`src/rtl/alu_op_sequencer.sv`:
```
// -----------------------------------------------------------------------------
// alu_op_sequencer
//
// Initiator side of a 16-bit ALU. Takes one micro-op request at a time over a
// valid/ready handshake, drives the ALU operand/function/write-flag lines for
// one cycle (two for the chained 32-bit add), waits for the ALU's registered
// flags to settle, and returns a single response holding the result, the
// flags and a skipped indication.
//
// Parameters
//   FLAG_WAIT  cycles spent waiting before the ALU flags are sampled (>= 1)
//   CMP_ZERO   1: CMP16 returns RspData = 0; 0: CMP16 returns A - B
//
// Ports
//   Clock       rising-edge clock shared with the ALU
//   Reset       asynchronous, active-low
//   ReqValid    request valid
//   ReqReady    request accepted on ReqValid & ReqReady (high only when idle)
//   ReqOp       MOV16/ADD16/SUB16/AND16/OR16/XOR16/CMP16/ADD32 (0..7)
//   ReqCond     always/Z/!Z/C/!C/N/O/never (0..7)
//   ReqA, ReqB  32-bit operands; 16-bit ops use the low half
//   AluA, AluB  operands to the ALU
//   AluFunSel   ALU function select
//   AluWF       ALU write enable (result and flags register)
//   AluOut      combinational ALU result
//   FlagsIn     registered ALU flags {Z, C, N, O}
//   RspValid    response valid
//   RspReady    response consumed on RspValid & RspReady
//   RspData     result, 16-bit ops zero-extended
//   RspFlags    ALU flags after the op, same layout as FlagsIn
//   RspSkipped  condition was false and the ALU was never written
// -----------------------------------------------------------------------------
module alu_op_sequencer #(
  parameter int FLAG_WAIT = 1,
  parameter bit CMP_ZERO  = 1'b1
) (
  input  logic        Clock,
  input  logic        Reset,
  input  logic        ReqValid,
  output logic        ReqReady,
  input  logic [2:0]  ReqOp,
  input  logic [2:0]  ReqCond,
  input  logic [31:0] ReqA,
  input  logic [31:0] ReqB,
  output logic [15:0] AluA,
  output logic [15:0] AluB,
  output logic [4:0]  AluFunSel,
  output logic        AluWF,
  input  logic [15:0] AluOut,
  input  logic [3:0]  FlagsIn,
  output logic        RspValid,
  input  logic        RspReady,
  output logic [31:0] RspData,
  output logic [3:0]  RspFlags,
  output logic        RspSkipped
);

  typedef enum logic [2:0] {
    S_IDLE     = 3'd0,
    S_ISSUE_LO = 3'd1,
    S_ISSUE_HI = 3'd2,
    S_FLAGWAIT = 3'd3,
    S_RESP     = 3'd4
  } state_t;

  localparam logic [2:0] OP_MOV   = 3'b000;
  localparam logic [2:0] OP_ADD   = 3'b001;
  localparam logic [2:0] OP_SUB   = 3'b010;
  localparam logic [2:0] OP_AND   = 3'b011;
  localparam logic [2:0] OP_OR    = 3'b100;
  localparam logic [2:0] OP_XOR   = 3'b101;
  localparam logic [2:0] OP_CMP   = 3'b110;
  localparam logic [2:0] OP_ADD32 = 3'b111;

  localparam logic [4:0] FS_ADC = 5'b10101;

  localparam int              CNT_W     = (FLAG_WAIT > 1) ? $clog2(FLAG_WAIT) : 1;
  localparam logic [CNT_W-1:0] WAIT_LAST = CNT_W'(FLAG_WAIT - 1);

  // Flags layout: [3] Z, [2] C, [1] N, [0] O
  function automatic logic cond_true(input logic [2:0] cond, input logic [3:0] flags);
    case (cond)
      3'b000:  cond_true = 1'b1;
      3'b001:  cond_true = flags[3];
      3'b010:  cond_true = ~flags[3];
      3'b011:  cond_true = flags[2];
      3'b100:  cond_true = ~flags[2];
      3'b101:  cond_true = flags[1];
      3'b110:  cond_true = flags[0];
      default: cond_true = 1'b0;
    endcase
  endfunction

  // Function select for the first (or only) ALU cycle of an op.
  function automatic logic [4:0] fun_sel(input logic [2:0] op);
    case (op)
      OP_MOV:   fun_sel = 5'b10000;
      OP_ADD:   fun_sel = 5'b10100;
      OP_SUB:   fun_sel = 5'b10110;
      OP_AND:   fun_sel = 5'b10111;
      OP_OR:    fun_sel = 5'b11000;
      OP_XOR:   fun_sel = 5'b11001;
      OP_CMP:   fun_sel = 5'b10110;
      default:  fun_sel = 5'b10100;  // ADD32 low half is a plain ADD
    endcase
  endfunction

  state_t           state_q, state_d;
  logic [2:0]       op_q, op_d;
  logic [31:0]      a_q, a_d;
  logic [31:0]      b_q, b_d;
  logic [31:0]      data_q, data_d;
  logic [3:0]       flags_q, flags_d;
  logic             skipped_q, skipped_d;
  logic [CNT_W-1:0] wait_cnt_q, wait_cnt_d;

  always_comb begin
    state_d    = state_q;
    op_d       = op_q;
    a_d        = a_q;
    b_d        = b_q;
    data_d     = data_q;
    flags_d    = flags_q;
    skipped_d  = skipped_q;
    wait_cnt_d = wait_cnt_q;

    ReqReady   = 1'b0;
    RspValid   = 1'b0;
    AluA       = 16'h0000;
    AluB       = 16'h0000;
    AluFunSel  = 5'b00000;
    AluWF      = 1'b0;

    case (state_q)
      S_IDLE: begin
        ReqReady = 1'b1;
        if (ReqValid) begin
          op_d       = ReqOp;
          a_d        = ReqA;
          b_d        = ReqB;
          data_d     = 32'h0000_0000;
          wait_cnt_d = '0;
          // The condition is judged on the flags as they stand at accept.
          if (cond_true(ReqCond, FlagsIn)) begin
            skipped_d = 1'b0;
            state_d   = S_ISSUE_LO;
          end else begin
            skipped_d = 1'b1;
            flags_d   = FlagsIn;
            state_d   = S_RESP;
          end
        end
      end

      S_ISSUE_LO: begin
        AluWF     = 1'b1;
        AluA      = a_q[15:0];
        AluB      = b_q[15:0];
        AluFunSel = fun_sel(op_q);
        data_d[15:0] = (op_q == OP_CMP && CMP_ZERO) ? 16'h0000 : AluOut;
        state_d   = (op_q == OP_ADD32) ? S_ISSUE_HI : S_FLAGWAIT;
      end

      S_ISSUE_HI: begin
        // ADC consumes the carry the ALU registered at the end of ISSUE_LO.
        AluWF         = 1'b1;
        AluA          = a_q[31:16];
        AluB          = b_q[31:16];
        AluFunSel     = FS_ADC;
        data_d[31:16] = AluOut;
        state_d       = S_FLAGWAIT;
      end

      S_FLAGWAIT: begin
        if (wait_cnt_q == WAIT_LAST) begin
          flags_d = FlagsIn;
          state_d = S_RESP;
        end else begin
          wait_cnt_d = wait_cnt_q + 1'b1;
        end
      end

      S_RESP: begin
        RspValid = 1'b1;
        if (RspReady) begin
          state_d = S_IDLE;
        end
      end

      default: state_d = S_IDLE;
    endcase
  end

  always_ff @(posedge Clock or negedge Reset) begin
    if (!Reset) begin
      state_q    <= S_IDLE;
      op_q       <= 3'b000;
      a_q        <= 32'h0000_0000;
      b_q        <= 32'h0000_0000;
      data_q     <= 32'h0000_0000;
      flags_q    <= 4'b0000;
      skipped_q  <= 1'b0;
      wait_cnt_q <= '0;
    end else begin
      state_q    <= state_d;
      op_q       <= op_d;
      a_q        <= a_d;
      b_q        <= b_d;
      data_q     <= data_d;
      flags_q    <= flags_d;
      skipped_q  <= skipped_d;
      wait_cnt_q <= wait_cnt_d;
    end
  end

  assign RspData    = data_q;
  assign RspFlags   = flags_q;
  assign RspSkipped = skipped_q;

endmodule
```
`config.mk`:
```
export PLATFORM = sky130hd
export DESIGN_NAME = alu_op_sequencer
export DESIGN_NICKNAME = d
export VERILOG_FILES = /design/src/rtl/alu_op_sequencer.sv
export SDC_FILE = /design/constraint.sdc
export NUM_CORES = 1
export LEC_CHECK = 0
export CAP_MARGIN = 25
export CORE_MARGIN = 4
export CORE_UTILIZATION = 41
export CTS_BUF_LIST = sky130_fd_sc_hd__clkbuf_16
export DETAILED_ROUTE_END_ITERATION = 8
export PLACE_DENSITY = 0.77
export SYNTH_ARGS = -nofsm -noshare
export SYNTH_HDL_FRONTEND = slang
export SYNTH_SLANG_ARGS = --single-unit
```
`constraint.sdc`:
```
create_clock -name Clock -period 1.8 [get_ports Clock]
set_clock_uncertainty 0.2 [all_clocks]
set_input_delay 0.27 -clock Clock [delete_from_list [all_inputs] [get_ports Clock]]
set_output_delay 0.27 -clock Clock [all_outputs]
set_load 0.02 [all_outputs]
```
# Word-level counts from Yosys, hierarchy flattened

Index checks and enable logic that the tools add are counted.

Register bits: 108
Bits in latches: 0
Bits in writable memories: 0
Memory bits (read-only): 0
Output and inout bits: 77
Word-level logic and storage cells: 74
Memories kept: 0

Add/subtract/negate cells: 1
Multiply operators: 0
Div/mod/pow operators: 0
Magnitude comparators: 0
Equality and inequality tests: 20
Shifts and indexed selects: 0
Multiplexer cells: 28
Bitwise operators: 2
Reduce and logical (&&, ||, !) cells: 14

Operators by type and width:

| operator            | number |
|---|---|
| $pmux 16 s2         | 4 |
| $mux 32             | 1 |
| $eq 3x3->1 const B  | 8 |
| $pmux 4 s5          | 1 |
| $eq 3x2->1 const B  | 6 |
| $mux 16             | 1 |
| $pmux 3 s5          | 1 |
| $mux 3              | 4 |
| $mux 4              | 3 |
| $pmux 5 s2          | 1 |
| $logic_not 3->1     | 3 |
| $mux 1              | 9 |
| $ne 2x2->1 const B  | 4 |
| $pmux 4 s2          | 1 |
| $reduce_and 2->1    | 4 |
| $pmux 1 s7          | 1 |
| $eq 3x1->1 const B  | 2 |
| $reduce_bool 2->1   | 3 |
| $reduce_and 4->1    | 1 |
| $reduce_or 2->1     | 2 |
| $reduce_and 3->1    | 1 |
| $not 1->1           | 2 |
| $pmux 1 s2          | 1 |
| $add 1x1->1 const B | 1 |

# Logic depth before layout (Yosys ltp)

Gate-level depths: netlist of run 1.

Depth after elaboration: 7
Depth in mapped cells: 8

# Least setup slack after synthesis of run 1

OpenSTA, ideal clock, no wires.

Path kind: register to register
Start: reg state_q[0]
End: reg a_q[0]
Setup time: 0.125 ns
Data arrival time: 1.611 ns
Data required time: 1.475 ns
Setup slack: -0.136 ns
Cell stages (with the launch flop): 8
Buffers on the path: 4
Path through: dfrtp_1 -> buf_6 -> nor3_4 -> and2_4 -> buf_6 -> buf_12 -> buf_12 -> mux2_4

Longest elaborated chain between the ends: 2

Ends and longest elaborated chain:

| element                           | RTL line | source |
|---|---|---|
| from (decl)                       | 108      | `state_t state_q, state_d;` |
| from (signal assigned)            | 205      | `state_q <= state_d;` |
| $logic_not 3->1                   | 134      | `case (state_q)` |
| $reduce_and 2->1 (no source line) | n/a      |  |
| to (signal assigned)              | 198      | `a_q <= 32'h0000_0000;` |
| to (signal assigned)              | 207      | `a_q <= a_d;` |
| to (decl)                         | 110      | `logic [31:0] a_q, a_d;` |

Every way passes these cells.
A chain may end at the register's enable or synchronous reset.

# Worst setup path after layout of run 1

Start: reg state_q[2]
End: out AluA[13]

Longest elaborated chain between the ends: 2

Ends and longest elaborated chain:

| element                                  | RTL line | source |
|---|---|---|
| $eq 3x2->1 or $eq 3x1->1 (tied branches) | 134      |  |
| $pmux 16 s2 *                            | 134      |  |
| to (decl)                                | 45       | `output logic [15:0] AluA,` |

Every way passes the cells marked *; elsewhere a longest branch is shown, timed or not.

==> results of run 1 <==
[worst paths after layout]
path | end | slack [ps] | cells past startpoint
hold reg to reg | RspData[28]$_DFFE_PN0P_ | 290 | 1
max in group asynchronous | b_q[4]$_DFFE_PN0P_ | 630 | 3
setup reg to reg | b_q[21]$_DFFE_PN0P_ | -330 | 7
setup / recovery | AluA[13] | -360 | 5
min in group Clock | op_q[0]$_DFFE_PN0P_ | 270 | 3
hold / removal | b_q[7]$_DFFE_PN0P_ | 220 | 2
[report_power, final]
part           switching, mW  total [mW]  internal, mW
registers              0.763        4.31          3.55
logic                   3.71        8.66          4.95
clock network          0.841        1.89          1.05
total                   5.32        14.9          9.54
[what timing repair did]
action | in CTS | in global routing
cloned | 10 | 5
buffers inserted | 15 | 13
gates resized for setup | 270 | 59
hold buffers | 1 | 0
pin swaps | 5 | 17
setup endpoints to repair | 146 | 149
endpoints found under the hold margin | 28 | 0
[cell type report]
type	count	share of cell area, %
clock buffer	9	2.85
timing repair buffer	239	34.3
clock inverter	6	0.632
tap	143	2.26
sequential	107	33.9
multi-input combinational	190	26.0
inverter	4	0.190
[metal layers]
layer / global-route usage [%] / vias up
li1: - / 1693
met1: 27.1 / 1879
met2: 33.2 / 116
met3: 5.03 / 25
met4: 8.04 / 0
met5: 0 / -
[flip-flops by register name, indices dropped and copies added (netlist names)]
register / count
a_q: 32
RspFlags: 4
op_q: 3
state_q: 3
RspData: 32
RspSkipped: 1
b_q: 32
[metrics by stage]
stage | setup TNS, ps | utilization [%]
2_1_floorplan | -7410 | -
3_3_place_gp | -25520 | 60.1
3_5_place_dp | -28680 | 60.1
4_1_cts | -27230 | 66.3
5_1_grt | -43830 | 69.3
6_report | -34960 | 69.3
[logic make-up after synthesis]
kind of cell	Yosys count	share of synthesized area, %
XOR/XNOR	1	0.182
flip-flops	107	55.8
buffers and inverters	29	5.16
AND/OR/NAND/NOR	31	4.35
AO/OA/AOI/OAI	90	15.9
multiplexers	66	18.7
[cell usage in the layout, fill, tap and decap left out, types with 3 or more instances in the layout]
| cell type | count |
|---|---|
| dfrtp_1 | 105 |
| clkdlybuf4s50_1 | 92 |
| a22o_1 | 55 |
| buf_6 | 51 |
| mux2_4 | 42 |
| buf_4 | 32 |
| mux2_2 | 24 |
| dlygate4sd2_1 | 20 |
| dlymetal6s2s_1 | 17 |
| clkbuf_16 | 13 |
| buf_12 | 12 |
| a22o_4 | 9 |
| nand2_1 | 8 |
| buf_16 | 7 |
| inv_1 | 6 |
| nand4_1 | 4 |
| a21o_1 | 4 |
| o221ai_1 | 4 |
| o211ai_1 | 4 |
| nor3_4 | 3 |
| nor2_4 | 3 |
| buf_8 | 3 |
==> impl_metrics.json, run 1 <==
{
  "status": "finished with violations",
  "violations": "setup timing",
  "final-seq-area_um2": 2680,
  "cts.sinks": 107,
  "slew_headroom_pct": 69.9,
  "cts_made_buffers": 9,
  "rsz0062_at_grt": "yes",
  "cts_tree": "yes",
  "setup_violations": 131,
  "coreArea_um2": 11400,
  "synthCells": 324,
  "p_leak_nw": 3.85,
  "placed_area_um2": 6860,
  "die_y_um": 116,
  "synth_cell_types": 40,
  "grt_use_total_pct": 20.7,
  "syn_to_final_growth_pct": 64.8,
  "cp_slowest_stage_delay_ps": 450,
  "fin_ws_ps": -364,
  "layout-drive-gt1-share_pct": 38.9,
  "grt_max_degree": 35,
  "instances_no_fill": 698,
  "startpoint": "state_q[2]$_DFFE_PN0P_",
  "met3_length_um": 858,
  "crit_type": "reg -> out",
  "synthArstFlopShare_pct": 100,
  "wl_met1_um": 6150,
  "startpoint_type": "flop",
  "nFillCells": 815,
  "synth-seq-area-share_pct": 55.8,
  "die_x_um": 116,
  "die_area_um2": 13500,
  "cp_top_family": "flip-flops",
  "wire_per_inst_um": 20.7,
  "period_needed_ps": 2160,
  "antenna_found_initial": 0,
  "num-nets-final": 645,
  "drcViolationCount": 0,
  "avgSynthCellArea_um2": 14.8,
  "tightest_slew_ps": 452,
  "grt_pass1_wl_um": 21400,
  "final_max_slew_viol_count": 0,
  "worstPathArrival_ps": 1690,
  "via_per_inst": 5.32,
  "cp_slowest_cell": "dfrtp_2",
  "gp_congestion": 0.779,
  "cp_data_required_time_ps": 1330,
  "route.met2.wl_um": 7090,
  "ir_worst_vdd_uv": 933,
  "synth_common_cells": "dfrtp_1 (107), a22o_1 (64), mux2_4 (41)",
  "hold_class": "in -> async",
  "dp_slack_ps": -452,
  "yosys.area.top_type_share_pct": 55.8,
  "synth_top_area_cell": "dfrtp_1",
  "diodes": 0,
  "grt_pass1_vias": 3973,
  "synth_most_common_cell": "dfrtp_1",
  "drt-total-wl_um": 14400,
  "root_buffer": "clkbuf_16",
  "port_buffers": 170,
  "finalHoldViolCount": 0,
  "dp_cells": 642,
  "finalPower_mw": 14.9,
  "yosys_warnings": 0,
  "fmax_mhz": 462,
  "ys_seq_elements": 107,
  "max_cap_viol_count": 0,
  "powerDensity_nw_per_um2": 1880,
  "crit_fanout": 10,
  "top_layer": "met4",
  "cts_max_path_buffers": 2,
  "synth_edf_count": 0,
  "drtPass1Iterations": 4,
  "postLayoutCellArea_um2": 7920,
  "ys_top_cells_by_area": "dfrtp_1 (56%), mux2_4 (13%), a22o_1 (12%), mux2_2 (5.9%), buf_12 (2.1%)",
  "synth_ff_type": "dfrtp_1",
  "synthesis.nets": 418,
  "htree_num_levels": 3,
  "num_rows": 39,
  "insertion_delay_ps": 340,
  "cp_cell_sequence": "nor3_4 > buf_4 > buf_12 > a22o_1 > buf_6",
  "start_util_pct": 42.1,
  "holdWs_ps": 224,
  "r2r_start": "state_q[2]$_DFFE_PN0P_",
  "clk_pin_slew_ps": 70,
  "ios": 171,
  "multi_input_comb_area_um2": 2050,
  "gr-total-overflow": 0,
  "ant_nets": 0,
  "min_period_over_period_pct": 120,
  "num_vias": 3713,
  "end_kind": "output port",
  "dp_hpwl_um": 9170,
  "drt_iter0_markers": 144,
  "path_buf_inv": 3,
  "netlist_area_um2": 4800
}
(Power assumes the default switching activity.)
==> run 2, diff against run 1 <==
CORE_UTILIZATION = 30   (was 41)
PLACE_DENSITY = default   (was 0.77)
==> impl_metrics.json, run 2 (synthesis results as in run 1) <==
{
  "fin_ws_ps": -358,
  "cts_tree": "yes",
  "drtPass1Iterations": 4,
  "switchingPower_mw": 5.16,
  "path_buf_inv": 4,
  "gr-total-overflow": 0,
  "drt_iter0_markers": 112,
  "nFillCells": 1359,
  "port_buffers": 170,
  "cts_made_buffers": 9,
  "tightest_slew_ps": 382,
  "die_y_um": 135,
  "p_comb_share_pct": 56.6,
  "worstPathArrival_ps": 1690,
  "status": "finished with violations",
  "drcViolationCount": 0,
  "dp_hpwl_um": 9580,
  "crit_fanout": 6,
  "die_x_um": 135,
  "wire_per_inst_um": 18.9,
  "grt_max_degree": 70,
  "layout-drive-gt1-share_pct": 38.8,
  "final_max_slew_viol_count": 0,
  "holdWs_ps": 236,
  "end_kind": "output port",
  "p_leak_nw": 3.67,
  "startpoint_type": "flop",
  "cp_common_cell": "buf_6",
  "final_common_cell": "dfrtp_1",
  "setup_tns_ps": -23910,
  "cp_slowest_cell": "dfrtp_2",
  "htree_num_levels": 3,
  "antenna_found_initial": 1,
  "syn_to_final_growth_pct": 62.4,
  "coreArea_um2": 15400,
  "seqPwrFrac_pct": 29.9,
  "switching_share_pct": 35.8,
  "fmax_mhz": 463,
  "period_needed_ps": 2160,
  "grt_use_total_pct": 16.0,
  "ios": 171,
  "num-nets-final": 640,
  "drt-total-wl_um": 14400,
  "fin_util_pct": 50.5,
  "cts.sinks": 107,
  "grt_pass1_wl_um": 22300,
  "finalHoldViolCount": 0,
  "slew_headroom_pct": 74.5,
  "gp_congestion": 0.746,
  "cts_max_path_buffers": 2,
  "insertion_delay_ps": 350,
  "power_frac_clock_pct": 13.5,
  "start_util_pct": 31.1,
  "violations": "setup timing",
  "max_cap_viol_count": 0,
  "grt_pass1_vias": 3939,
  "cp_top_family": "buffers and inverters",
  "setup_violations": 125,
  "cp_data_required_time_ps": 1330,
  "hold_class": "in -> async",
  "powerDensity_nw_per_um2": 1850,
  "ant_nets": 0,
  "rsz0062_at_grt": "yes",
  "root_buffer": "clkbuf_16",
  "cp_cell_sequence": "nor3b_4 > buf_6 > buf_8 > buf_6 > a22o_1 > buf_6",
  "clk_pin_slew_ps": 70,
  "die_area_um2": 18100,
  "crit_type": "reg -> out",
  "min_period_over_period_pct": 120,
  "layout_common_cells": "dfrtp_1 (105), clkdlybuf4s50_1 (92), a22o_1 (54)",
  "internal_power_mw": 9.25,
  "ir_worst_vdd_uv": 868,
  "num_vias": 3569,
  "cp_slowest_stage_delay_ps": 450,
  "num_rows": 45,
  "via_per_inst": 4.68
}
-- run 2: cell count changes in the layout (fill, tap and decap cells not counted), sizes merged --
| cell | previous run | this run |
|---|---|---|
| clkinv | 3 | 4 |
| inv | 6 | 5 |
| nor2 | 3 | 2 |
| diode | 0 | 1 |
| dlymetal6s2s | 17 | 7 |
| clkbuf | 13 | 12 |
| dlygate4sd2 | 20 | 30 |
| clkinvlp | 0 | 1 |
| buf | 105 | 102 |
-- run 2: worst paths after layout --
check | from | endpoint | slack [ps] | cells past startpoint
setup / recovery | state_q[2]$_DFFE_PN0P_ | AluA[6] | -360 | 6
hold / removal | Reset | b_q[13]$_DFFE_PN0P_ | 240 | 3
setup reg to reg | state_q[0]$_DFFE_PN0P_ | b_q[8]$_DFFE_PN0P_ | -210 | 6
hold reg to reg | RspData[16]$_DFFE_PN0P_ | RspData[16]$_DFFE_PN0P_ | 300 | 1
max in group asynchronous | Reset | state_q[1]$_DFFE_PN0P_ | 780 | 3
min in group Clock | ReqOp[0] | op_q[0]$_DFFE_PN0P_ | 290 | 3
-- run 2: worst min-delay path, stage by stage --
cell	delay, ps
dlygate4sd3_1	530
buf_4	140
buf_12	210
-- run 2: metal layers --
| layer | up-vias | part of all wire (%) | global-route usage (%) | wire, µm |
|---|---|---|---|---|
| met5 | - | 0 | 0 | 0 |
| met3 | 16 | 4.9 | 4.73 | 708 |
| met2 | 99 | 49 | 26.4 | 7110 |
| met4 | 0 | 1.6 | 4.69 | 227 |
| met1 | 1781 | 44 | 20.4 | 6380 |
| li1 | 1673 | - | - | - |
-- run 2: layout make-up --
class,instances,area [µm²],share of cell area [%]
timing repair buffer,235,2540,32.5
sequential,107,2680,34.4
tap,211,264,3.39
antenna,1,2.50,0.0321
clock buffer,9,225,2.89
multi-input combinational,189,2010,25.8
clock inverter,7,60.1,0.770
inverter,4,15.0,0.193
-- run 2: power by group through the flow --
stage	clock network [mW]	logic [mW]	registers, mW
after floorplan	0	4.17	4.51
after global placement	0	7.13	4.31
after detailed placement	0	7.21	4.33
after CTS	2.02	7.88	4.31
after global routing	2.11	8.66	4.46
final	1.94	8.16	4.31
-- run 2: timing repair --
action / in CTS / in global routing
hold buffers: 1 / 0
endpoints found under the hold margin: 107 / 0
cloned: 8 / 3
setup buffers: 18 / 4
resized for setup: 268 / 34
endpoints found under the setup margin: 156 / 136
pin swaps: 9 / 9
-- run 2: through the flow --
step	cells	worst slack (ps)	instance area, µm²	total power [mW]
global route	763	-457	7800	15.2
detailed placement	714	-449	6970	11.5
CTS	756	-400	7600	14.2
global placement	714	-430	6970	11.4
finish	763	-358	7800	14.4
floorplan	324	-136	4880	8.68
